$ cat src/rtl/piano_pkg.sv
// Shared piano-system constants and event layout.
// Reused by the key front end and the audio/VGA stages.
package piano_pkg;

  localparam int NUM_KEYS        = 16;
  localparam int KEY_IDX_W       = 4;
  localparam int TICK_DIV_100MHZ = 100000;

  typedef struct packed {
    logic [KEY_IDX_W-1:0] key;
    logic                 press;
  } key_evt_t;

endpackage

$ cat src/rtl/key_debounce_cell.sv
// One key: synchronizer, stability counter and
// stable/pending/dir state.
module key_debounce_cell #(
  parameter int SYNC_STAGES = 2,
  parameter int STABLE_CNT  = 4
) (
  input  logic clk,
  input  logic reset,
  input  logic raw,
  input  logic tick,
  input  logic clr,
  output logic stable,
  output logic pending,
  output logic dir,
  output logic overrun
);

  localparam int CW = $clog2(STABLE_CNT);
  localparam logic [CW-1:0] CMAX = CW'(STABLE_CNT - 1);

  logic [SYNC_STAGES-1:0] sync_q;
  logic [CW-1:0]          cnt;
  logic                   sync;
  logic                   flip;

  assign sync = sync_q[SYNC_STAGES-1];
  assign flip = tick && (sync != stable) && (cnt == CMAX);

  // A flip coinciding with the load of this key is not lost.
  assign overrun = flip && pending && !clr;

  always_ff @(posedge clk) begin
    if (!reset) begin
      sync_q  <= '0;
      cnt     <= '0;
      stable  <= 1'b0;
      pending <= 1'b0;
      dir     <= 1'b0;
    end else begin
      sync_q <= {sync_q[SYNC_STAGES-2:0], raw};
      if (tick) begin
        if (sync == stable) begin
          cnt <= '0;
        end else if (cnt == CMAX) begin
          cnt    <= '0;
          stable <= ~stable;
        end else begin
          cnt <= cnt + CW'(1);
        end
      end
      if (flip) begin
        pending <= 1'b1;
        dir     <= ~stable;
      end else if (clr) begin
        pending <= 1'b0;
      end
    end
  end

endmodule

$ cat src/rtl/key_scan_debouncer.sv
// Key matrix front end: debounced key vector plus
// a press/release event stream with valid/ready.
module key_scan_debouncer #(
  parameter int NUM_KEYS    = piano_pkg::NUM_KEYS,
  parameter int SYNC_STAGES = 2,
  parameter int TICK_DIV    = piano_pkg::TICK_DIV_100MHZ,
  parameter int STABLE_CNT  = 4
) (
  input  logic                        clk,
  input  logic                        reset,
  input  logic [NUM_KEYS-1:0]         keys_raw,
  output logic [NUM_KEYS-1:0]         keys_stable,
  output logic                        any_key,
  output logic [$clog2(NUM_KEYS)-1:0] active_key,
  output logic                        evt_valid,
  input  logic                        evt_ready,
  output logic [$clog2(NUM_KEYS)-1:0] evt_key,
  output logic                        evt_press,
  output logic                        evt_overrun
);

  import piano_pkg::*;

  localparam int IW = $clog2(NUM_KEYS);
  localparam int TW = $clog2(TICK_DIV);

  logic [TW-1:0]       tcnt;
  logic                tick;
  logic [NUM_KEYS-1:0] stable;
  logic [NUM_KEYS-1:0] pending;
  logic [NUM_KEYS-1:0] dir;
  logic [NUM_KEYS-1:0] ovr;
  logic [NUM_KEYS-1:0] clr;
  logic                hit;
  logic                free;
  logic [IW-1:0]       sel;
  logic [IW-1:0]       act;
  key_evt_t            evt_q;

  assign tick = (tcnt == TW'(TICK_DIV - 1));

  for (genvar i = 0; i < NUM_KEYS; i++) begin : g_key
    key_debounce_cell #(
      .SYNC_STAGES (SYNC_STAGES),
      .STABLE_CNT  (STABLE_CNT)
    ) u_cell (
      .clk     (clk),
      .reset   (reset),
      .raw     (keys_raw[i]),
      .tick    (tick),
      .clr     (clr[i]),
      .stable  (stable[i]),
      .pending (pending[i]),
      .dir     (dir[i]),
      .overrun (ovr[i])
    );
  end

  // Descending scan leaves the lowest set index in sel/act.
  always_comb begin
    hit = 1'b0;
    sel = '0;
    act = '0;
    for (int i = NUM_KEYS - 1; i >= 0; i--) begin
      if (pending[i]) begin
        hit = 1'b1;
        sel = IW'(i);
      end
      if (stable[i]) act = IW'(i);
    end
    free = !evt_valid || evt_ready;
    clr  = (free && hit) ? (NUM_KEYS'(1) << sel) : '0;
  end

  always_ff @(posedge clk) begin
    if (!reset) begin
      tcnt        <= '0;
      evt_valid   <= 1'b0;
      evt_q       <= '0;
      evt_overrun <= 1'b0;
      any_key     <= 1'b0;
      active_key  <= '0;
    end else begin
      tcnt <= tick ? '0 : tcnt + TW'(1);
      if (free) begin
        evt_valid <= hit;
        if (hit) begin
          evt_q.key   <= sel;
          evt_q.press <= dir[sel];
        end
      end
      evt_overrun <= |ovr;
      any_key     <= |stable;
      active_key  <= act;
    end
  end

  assign keys_stable = stable;
  assign evt_key     = evt_q.key;
  assign evt_press   = evt_q.press;

endmodule

$ cat config.mk
export PLATFORM = sky130hd
export DESIGN_NAME = key_scan_debouncer
export DESIGN_NICKNAME = d
export VERILOG_FILES = /design/src/rtl/piano_pkg.sv /design/src/rtl/key_debounce_cell.sv /design/src/rtl/key_scan_debouncer.sv
export SDC_FILE = /design/constraint.sdc
export NUM_CORES = 1
export LEC_CHECK = 0
export ABC_AREA = 1
export CAP_MARGIN = 0
export CORE_UTILIZATION = 45
export CTS_CLUSTER_DIAMETER = 50
export DETAILED_ROUTE_END_ITERATION = 10
export GPL_TIMING_DRIVEN = 0
export SLEW_MARGIN = 40
export SYNTH_ARGS = -nofsm -noshare
export SYNTH_HDL_FRONTEND = slang
export SYNTH_SLANG_ARGS = --single-unit
export TNS_END_PERCENT = 10
$ cat constraint.sdc
create_clock -name clk -period 2.5 [get_ports clk]
set_input_delay 0.5 -clock clk [delete_from_list [all_inputs] [get_ports clk]]
set_output_delay 0.5 -clock clk [all_outputs]
set_load 0.03 [all_outputs]
==> results.md <==
* Die Span X at around 120 um
* Buf+Inv Stages, Crit Path at 2
* LEAKAGE at roughly 3.1 nW
* CP delay by family, top: simple AND/OR/NAND/NOR gates
* Skew final at about 6.5 ps
* Hold WS at a little over 400 ps
* Mapped Cells at 794
* Total power at approximately 4.7 mW
* Hold buffers post-CTS at 0
* Syn_nets at between 800 and 900
* Placer Congestion at between 0.8 and 0.9
* Final Net Count at between 800 and 900
* Adder-cell share of the synthesized area at 0.03661
* Hold crit path type: register to register
* Max IR drop VDD at 0.4747 mV
* Core area at around 13000 sq um
* Synth Area in Simple Gates at 0.2896
* DRT iter0 DRCs at between 300 and 400
* Yosys cell types at 36
* H-tree Lvls at 4
* Asr flop ratio synth at 0
* Via-per-instance ratio at 5.072
* Commonest non-fill, non-tap cells in the layout: nand2_1, dfxtp_1, inv_1
* Final setup fails at 0
* Main combinational cell family by area after synthesis: simple AND/OR/NAND/NOR gates
* CTS buffer count at 17
* CTS Sinks at approximately 130
* Mean area per synthesized cell at between 7 and 8 sq um
* Synth Cell Area at ~5800 sq um
* Vias in the first global route at around 4.9k
* ANT nets after route at 0
* Worst-Skew Late Latency at 420 ps
* DR pass1 iterations at 7
* Worst-path fanout max at 4
* Outcome: completed
* Critical-path top delay cell: nor4_4
* Post-synth EDFFs at 0
* Placed Cells at between 1k and 1.5k
* Sequential share of the synthesized area at 0.4341
* Predominant post-synthesis flop cell: dfxtp_1
* Tmin final at roughly 2300 ps
* Worst-path clk slew at roughly 60 ps
* RSZ-0062 raised after global routing: true
* Layout cells sized above 1 at 0.08247
* TritonCTS clock tree: done
* Seq cells post-synth at ~130
* Post-synthesis xor/xnor area fraction at 0.03467
* Final Instance Count excl. Fillers at 1045
* Worst slew pin tran at ~590 ps
* Largest net degree at the start of global routing at 17
* Clk buf depth at 2
* Area delta synth->final at 22.78%
* Final hold vios at 0
* CP Data Required Time at between 2000 and 3000 ps
* GRT Util Overall at 0.2438
* Cell chain of the critical path: ha_1 > nand2_1 > nor2_1 > inv_1 > nor4_4 > nand2_1 > nor2_1 > nand3_1 > nand4_1 > nor2_1 > nand3_1 > nand2_1 > inv_1
* Worst setup EP type: register
* Crit path launch type: register
* I/O pins at 47
* Area fraction in compound gates after synthesis at 0.09561
* Number of port buffers at 46
* Final Max Tran Viols at 0
* Max-slew headroom at 0.6077
* Critical path arrival at between 2000 and 3000 ps
* HPWL after DPL at around 11 mm
* First-pass GRT wire length at 24.50 mm
* Final WL at roughly 15 mm
* Multiplexer share of the synthesized area at 0
* PD cells at about 660 nW/um^2
* Die area at around 13000 sq um
* WL/cell at about 15 um
* DRC Markers at 0
* Tcrit/Tclk final at 0.9158
* Total grt overflow at 0
* Fmax at ~440 MHz
* Inserted Diodes at 0
* Via count at ~5.3k
* Yosys warning count at 0
* Commonest non-fill, non-tap cell in the layout: nand2_1
* Die height at approximately 120 um
* Antenna violations before repair at 0
* Initial Utilization at 0.4604
* # rows at slightly above 40
* Max-cap violations at 0
* Critical Path Max Stage Delay at 420 ps
* Clk Tree Root Cell: clkbuf_16
* Crit Path Category: register to register
synthesized netlist by cell type, drive strengths merged (2+ instances only):
| cell type | instances | area (sq um) |
|---|---|---|
| nand2 | 174 | 663.1 |
| dfxtp | 126 | 2522 |
| inv | 105 | 394.1 |
| nand3 | 89 | 445.4 |
| nor2 | 70 | 294.0 |
| a21oi | 53 | 269.0 |
| o21ai | 43 | 215.2 |
| buf | 26 | 173.9 |
| xor2 | 22 | 192.7 |
| nand4 | 18 | 112.6 |
| clkbuf | 17 | 63.81 |
| ha | 17 | 212.7 |
| nor3 | 9 | 50.05 |
| nor4 | 8 | 75.07 |
| nor3b | 4 | 30.03 |
| o211ai | 2 | 15.01 |
| o31ai | 2 | 15.01 |
| o41ai | 2 | 17.52 |
| or2 | 2 | 12.52 |
metal layers:
| layer | wire [um] | GRT usage | up-vias |
|---|---|---|---|
| li1 | - | - | 2679 |
| met1 | 6995 | 0.3183 | 2440 |
| met2 | 7074 | 0.3948 | 163 |
| met3 | 897 | 0.05073 | 18 |
| met4 | 261 | 0.09744 | 0 |
| met5 | 0 | 0 | - |
cell type report:
type                    instances  area [sq um]
fillers                      1212          5485
multi-input cells             519          2681
flip-flops and latches        126          2522
repair buffers                 48         475.5
clock buffers                  20         436.7
inverters                     106         397.9
plain buffers                  43         237.7
well taps                     172         215.2
clock inverters                11         167.7
state kept, by name, indices dropped and copies added (netlist names):
register and cells:
g_key.u_cell.cnt 32, g_key.u_cell.sync_q 32, tcnt 17, g_key.u_cell.dir 16, g_key.u_cell.pending 16, active_key 4, evt_key 4, any_key 1
evt_overrun 1, evt_press 1, evt_valid 1, g_key.u_cell.stable 1
worst register-to-register path: stages (launching register included):
cell and delay [ps]:
dfxtp_1 350, ha_1 170, nand2_1 70, nor2_1 170, inv_1 150, nor4_4 420, nand2_1 130, nor2_1 260
nand3_1 160, nand4_1 120, nor2_1 50, nand3_1 70, nand2_1 50, inv_1 50
kinds of logic after synthesis:
| group | Yosys count |
|---|---|
| fa+ha+maj | 17 |
| buf+inv | 149 |
| simple gates | 374 |
| xor+xnor | 23 |
| compound gates | 105 |
| flops | 126 |
worst paths after layout:
kind / from / to / slack, ps / depth (start not counted)
worst min register to register: g_key[15].u_cell.sync_q[0] / g_key[15].u_cell.sync_q[1] / 410 / 2
worst max-delay path: tcnt[0] / evt_overrun / 210 / 13
worst min-delay path: g_key[15].u_cell.sync_q[0] / g_key[15].u_cell.sync_q[1] / 410 / 2
worst max register to register: tcnt[0] / evt_overrun / 210 / 13
stage by stage:
step	TNS, ps	util	instance area [sq um]	setup slack (ps)
after global routing	-14.07	0.5653	7134	-14.07
after global placement	-554.9	0.5140	6486	-141.5
after CTS	0	0.5626	7099	31.03
after detailed placement	-1204	0.5140	6486	-94.69
after floorplan	0	-	5811	674.5
final	0	0.5653	7134	210.6
repair_timing:
| action | 4_1_cts | 5_1_grt |
|---|---|---|
| pin swaps | 0 | 1 |
| buffers inserted | 0 | 2 |
| resized for setup | 1 | 3 |
| gates cloned | 0 | 0 |
| endpoints found under the setup margin | 1 | 3 |
where the power goes:
part	internal [mW]	switching, mW	total (mW)
combinational	0.0473	0.0700	0.117
clock	1.66	0.902	2.56
sequential	2.04	0.0103	2.05
(Power assumes the default switching activity.)
